<file path="config.mk">
export PLATFORM = sky130hd
export DESIGN_NAME = sfr_load_seq
export DESIGN_NICKNAME = d
export VERILOG_FILES = /design/src/rtl/sfr_seq_pkg.sv /design/src/rtl/sfr_lead_one.sv /design/src/rtl/sfr_load_seq.sv
export SDC_FILE = /design/constraint.sdc
export NUM_CORES = 1
export LEC_CHECK = 0
export ABC_AREA = 1
export CELL_PAD_IN_SITES_DETAIL_PLACEMENT = 1
export CELL_PAD_IN_SITES_GLOBAL_PLACEMENT = 1
export CORE_AREA = 4 4 89 91
export DETAILED_ROUTE_END_ITERATION = 8
export DIE_AREA = 0 0 93 95
export PLACE_DENSITY = 0.6
export SKIP_LAST_GASP = 1
export SLEW_MARGIN = 15
export SYNTH_ARGS = -nofsm -noshare
export SYNTH_HDL_FRONTEND = slang
export SYNTH_SLANG_ARGS = --single-unit
</file>
<file path="constraint.sdc">
create_clock -name clk -period 4 [get_ports clk]
set_clock_uncertainty 0.2 [all_clocks]
set_input_delay 1 -clock clk [delete_from_list [all_inputs] [get_ports clk]]
set_output_delay 1 -clock clk [all_outputs]
set_load 0.005 [all_outputs]
</file>
<file path="src/rtl/sfr_seq_pkg.sv">
// Shared definitions for the SFR load sequencer: FSM state encoding and
// the bit-counter width helper used by the top and the leading-one encoder.
package sfr_seq_pkg;

    typedef enum logic [1:0] {
        IDLE  = 2'd0,
        CLEAR = 2'd1,
        SHIFT = 2'd2,
        DONE  = 2'd3
    } state_e;

    // Counter width: one bit wider than needed to index SIZE bits, so the
    // counter can represent SIZE itself and never has to wrap.
    function automatic int cnt_width(input int size);
        return $clog2(size) + 1;
    endfunction

endpackage

</file>
<file path="src/rtl/sfr_lead_one.sv">
// Leading-one priority encoder: reports the index of the most significant
// set bit of data_i and flags an all-zero input. Only instantiated by
// sfr_load_seq when SFR_SEQ_SKIP_LZ_EN is defined.
module sfr_lead_one
    import sfr_seq_pkg::*;
#(
    parameter int SIZE = 32
) (
    input  logic [SIZE-1:0]            data_i,
    output logic [cnt_width(SIZE)-1:0] idx_o,
    output logic                       zero_o
);

    localparam int CW = cnt_width(SIZE);

    // Scan upward so the highest set bit is the last one to win.
    always_comb begin
        idx_o  = '0;
        zero_o = 1'b1;
        for (int i = 0; i < SIZE; i++) begin
            if (data_i[i]) begin
                idx_o  = CW'(i);
                zero_o = 1'b0;
            end
        end
    end

endmodule

</file>
<file path="src/rtl/sfr_load_seq.sv">
// SFR load sequencer: builds a captured word inside a downstream left-shift
// SFR (Q <= (Q + incr) << left, clr dominant) by clearing it, then feeding
// the word MSB-first as increments with a shift between bits.
// Optional build macro: SFR_SEQ_SKIP_LZ_EN -- start shifting at the leading
// one of the word instead of at bit SIZE-1 (an all-zero word skips SHIFT).
module sfr_load_seq
    import sfr_seq_pkg::*;
#(
    parameter int SIZE = 32
) (
    input  logic            clk,
    input  logic            clr,
    input  logic            in_valid,
    input  logic [SIZE-1:0] in_data,
    output logic            in_ready,
    output logic            sfr_clr,
    output logic            sfr_left,
    output logic            sfr_incr,
    output logic            done
);

    localparam int CW = cnt_width(SIZE);
    localparam int IW = (SIZE > 1) ? $clog2(SIZE) : 1;

    // cnt_q holds the bit index still to be fed (SIZE-1-j); it counts down
    // and SHIFT ends when it reaches its terminal value of zero.
    state_e            state_q, state_d;
    logic [SIZE-1:0]   word_q,  word_d;
    logic [CW-1:0]     cnt_q,   cnt_d;

    logic [CW-1:0]     start_idx;
    logic              start_zero;

`ifdef SFR_SEQ_SKIP_LZ_EN
    sfr_lead_one #(
        .SIZE (SIZE)
    ) u_lead_one (
        .data_i (word_q),
        .idx_o  (start_idx),
        .zero_o (start_zero)
    );
`else
    assign start_idx  = CW'(SIZE - 1);
    assign start_zero = 1'b0;
`endif

    // State, captured word and bit counter; clr returns everything to idle.
    always_ff @(posedge clk or posedge clr) begin
        if (clr) begin
            state_q <= IDLE;
            word_q  <= '0;
            cnt_q   <= '0;
        end else begin
            state_q <= state_d;
            word_q  <= word_d;
            cnt_q   <= cnt_d;
        end
    end

    // Next-state logic and Moore output decode from registered state only.
    always_comb begin
        state_d  = state_q;
        word_d   = word_q;
        cnt_d    = cnt_q;
        in_ready = 1'b0;
        sfr_clr  = 1'b0;
        sfr_left = 1'b0;
        sfr_incr = 1'b0;
        done     = 1'b0;

        unique case (state_q)
            IDLE: begin
                in_ready = 1'b1;
                cnt_d    = '0;
                if (in_valid) begin
                    word_d  = in_data;
                    state_d = CLEAR;
                end
            end
            CLEAR: begin
                sfr_clr = 1'b1;
                cnt_d   = start_idx;
                state_d = start_zero ? DONE : SHIFT;
            end
            SHIFT: begin
                sfr_incr = word_q[cnt_q[IW-1:0]];
                // The last bit is added without shifting so the MSB never
                // falls off the top of the SFR.
                sfr_left = (cnt_q != '0);
                if (cnt_q == '0) begin
                    state_d = DONE;
                end else begin
                    cnt_d = cnt_q - CW'(1);
                end
            end
            DONE: begin
                done    = 1'b1;
                state_d = IDLE;
            end
            default: begin
                state_d = IDLE;
            end
        endcase
    end

endmodule
</file>
---- Word-level counts from Yosys, hierarchy flattened ----
Cells that the tools add are included.
storage, ports and cells
  flip-flop bits (word level) ............. 40
  output and inout bits ................... 5
cells by class
  add/subtract/negate cells ............... 1
  magnitude comparators ................... 1
  equality and inequality tests ........... 6
  mux-type cells .......................... 12
  reduce and logical (&&, ||, !) cells .... 7
operators with widths
  cell                                                                   count
  6-bit case mux with 3 select lines                                     1
  2-bit case mux with 4 select lines                                     1
  6-bit zero test                                                        1
  5-bit by 6-bit < comparator with 1-bit output (second input constant)  1
  1-bit 2-to-1 mux                                                       6
  6-bit 2-to-1 mux                                                       1
  2-bit != test (second input constant)                                  3
  2-bit AND reduction                                                    3
  6-bit nonzero test                                                     1
  6-bit by 1-bit subtractor with 6-bit output (second input constant)    1
  1-bit binary-select mux with 5-bit select                              1
  2-bit == test (second input constant)                                  2
  2-bit 2-to-1 mux                                                       2
  3-bit nonzero test                                                     1
  2-bit by 1-bit == test with 1-bit output (second input constant)       1
  2-bit zero test                                                        1

---- Logic depth before layout (Yosys ltp) ----
  depth after elaboration ................. 3
  mapped depth ............................ 11
  depth with buffers taken out ............ 9

---- Least setup slack after synthesis ----
No wires, ideal clock.
  path kind ............................... register to output
  from .................................... reg cnt_q[1]
  to ...................................... out sfr_left
  arrival time ............................ 1,217 ps
  required time ........................... 2,800 ps
  setup slack ............................. 1,583 ps
  cell stages (with the launch flop) ...... 10
  path buffers ............................ 2
  cells stage by stage .................... dfrtp_1 > buf_2 > inv_2 > buf_4 > ha_1 > nand3_2 > inv_2 > nand3_2 > nand2_4 > inv_1
on the way
  longest elaborated chain between the ends .. 2
RTL lines
  item                    line                RTL
  from (decl)             sfr_load_seq.sv:29  logic [CW-1:0] cnt_q, cnt_d;
  from (signal assigned)  sfr_load_seq.sv:56  cnt_q <= cnt_d;
  6-bit nonzero test      sfr_load_seq.sv:89  sfr_left = (cnt_q != '0);
  1-bit 2-to-1 mux        sfr_load_seq.sv:71  unique case (state_q)
  to (decl)               sfr_load_seq.sv:17  output logic sfr_left,
Every way passes these cells.

---- Final worst setup path ----
  from .................................... reg cnt_q[0]
  to ...................................... out sfr_incr
on the way
  longest elaborated chain between the ends .. 3
RTL lines
  item                                       line                RTL
  1-bit binary-select mux with 5-bit select  sfr_load_seq.sv:86  sfr_incr = word_q[cnt_q[IW-1:0]];
  1-bit 2-to-1 mux (implied by the code)     sfr_load_seq.sv:86
  1-bit 2-to-1 mux                           sfr_load_seq.sv:71
  to (decl)                                  sfr_load_seq.sv:18  output logic sfr_incr,
Every way passes these cells. The select of a mux whose other input is x is not followed.

==> flow_summary.yaml <==
clock_network:
  cts_made_buffers: 5
  clk_pin_slew_worst_paths_ps: 80
  h-tree-depth: 2
  cts-hold-fix-buffers: 0
  root_buffer: "clkbuf_8"
  cts_resized: 0
  clock_latency_ps: 290
  cts_tree: "done"
  cts_max_path_buffers: 2
  cts_sinks: 40
  cts_setup_buffers: 0
job:
  maxCapViolCount: 0
worst_hold_path:
  hold_path_depth: 1
  hp-class: "flop to flop"
setup_path:
  start_kind: "flop"
  critPathArrivalTime_ps: 2550
  cpMostUsedCell: "nand3_1"
  cpPeakStageDelay_ps: 780
  crit_path_top_delay_cell: "dfrtp_1"
  worstSetupEndpointType: "primary output"
  worstSetupPathType: "flop to primary output"
  cp_cell_sequence: "inv_2 -> nand2_1 -> nand3_1 -> nand3_1 -> nand3_1 -> nand3_1 -> nand2_1 -> nor2_1 -> clkdlybuf4s50_1"
  crit_fanout: 23
  cp.required_ps: 2800
  worstRegToRegCells: 9
timing:
  slew_headroom_pct: 38.7
  period_share_pct: 93.7
  tightestPinTransition_ps: 916
  setup_tns_ps: 0
  timing.fmax_ghz: 0.267
  min_period_ps: 3750
  hold_viol_final: 0
  rsz0062_at_grt: "false"
  slew_viol_final: 0
  worst_slack_ps: 251
  setup_violations: 0
placement:
  dpl_worst_slack_ps: 562
  io_buffers: 39
  place_area_mm2: 0.00254
  dp_hpwl_um: 3750
  dp_cells: 382
  gp_congestion: 0.756
floorplanning:
  coreArea_mm2: 0.00714
  die_area_mm2: 0.00884
  num_rows: 31
  io_pins: 40
  die_h_um: 95
  die_width_um: 93
  start_util_pct: 29.0
synthesis:
  synthCells: 254
  synth_warnings: 0
  ys_ff_latch: 40
  synthArstFlopShare_pct: 100
  yosys.cell_types.count: 26
  syn_nets: 294
  synth_edf_count: 0
  ys.flop_type: "dfrtp_1"
  syn_area_mm2: 0.00207
  postSynthAreaPerCell_um2: 8.16
  yosysSeqAreaShare_pct: 48.3
routing:
  drtPass1Iterations: 4
  top_layer_used: "met4"
  wl_met3_um: 186
  wirelength_um: 5150
  met1Wirelength_um: 2310
  met2_wirelength_um: 2550
  first_iter_violations: 41
  vias_per_cell: 4.48
  num_vias: 1746
  avgRoutedWirePerCell_um: 13.2
  drc: 0
  postRouteAntennaNets: 0
final_layout:
  drive_above_1_share_pct: 11.3
  regArea_mm2: 0.00100
  nFillCells: 879
  antenna_cells: 0
  nets: 330
  final_common_cell: "dfrtp_1"
  finalInstanceArea_mm2: 0.00263
  multi_input_area_um2: 856
  area_delta_synth_final_pct: 27.1
  layout_common_cells: "dfrtp_1, clkdlybuf4s50_1, nand2_1"
  finalNonFillerCells: 390
grt:
  grt_remaining_overflow: 0
  grt_pass1_wl_um: 8760
  grt_pass1_vias: 1894
  track_usage_pct: 12.7
  grt_max_degree: 52
  grt_antenna_before_repair: 0
power:
  leakage_uw: 0.00124
  total_power_uw: 1860
  powerDensity_mw_per_mm2: 705
  ir_worst_vdd_mv: 0.207
status:
  status: "finished clean"
==> worst paths after layout <==
kind	startpoint	end	slack, ps
max reg2reg	cnt_q[0]	cnt_q[3]	1700
min	word_q[16]	word_q[16]	310
max	cnt_q[0]	sfr_incr	250
min reg2reg	word_q[16]	word_q[16]	310
max in group asynchronous	clr	state_q[0]	2310
min in group asynchronous	clr	word_q[3]	930
==> synthesized netlist by cell type (2+ instances only) <==
cell	instances	area (µm²)
inv_2	6	22.5
buf_4	2	15.0
nand2_4	2	22.5
ha_1	5	62.6
nand3_1	30	150
o22ai_1	5	31.3
inv_1	34	128
or2_2	3	18.8
nand3_2	2	20.0
clkbuf_1	3	11.3
dfrtp_1	40	1000
nand2_1	36	135
o211ai_1	2	15.0
nor2_1	33	124
mux2_2	6	67.6
o21ai_1	2	10.0
a21oi_1	28	140
buf_2	6	30.0
a31oi_1	2	12.5
==> cells by family after synthesis <==
group | count (synthesis) | synth area share, %
compound gates | 42 | 11.3
simple gates | 109 | 23.6
mux | 6 | 3.26
fa+ha+maj | 5 | 3.02
buf+inv | 52 | 10.5
flops | 40 | 48.3
==> metrics by stage <==
stage,hold slack [ps],utilization (%)
after global placement,294,35.5
after CTS,322,36.9
final,312,36.9
after floorplan,271,-
after detailed placement,302,35.5
after global routing,338,36.9
==> layer usage <==
metal	global-route usage [%]	vias to the layer above
li1	-	878
met1	15.5	839
met2	21.7	22
met3	2.95	7
met4	5.49	0
met5	0	-
==> cell type report <==
cell class / count / share of cell area [%]
repair buffers: 41 / 15.4
inverters: 40 / 5.70
clock inverters: 2 / 0.570
flip-flops and latches: 40 / 38.0
multi-input cells: 162 / 32.5
clock buffers: 6 / 3.14
well taps: 99 / 4.70
==> state kept, by name (all words and copies together), names as in the netlist <==
name and cells:
cnt_q 6, word_q 32, state_q 2
==> where the power goes <==
group          internal [µW]  leakage [µW]  switching (µW)
Sequential               584      0.000452            98.3
Combinational            374      0.000749             510
Clock                    140     0.0000434             150
==> critical path: cells and delay by family (launching register included) <==
| family | cells | cell delay, ps |
|---|---|---|
| DFF | 1 | 780 |
| buffers and inverters | 2 | 790 |
| and+or+nand+nor | 7 | 670 |
Power figures use the tool's default switching activity.
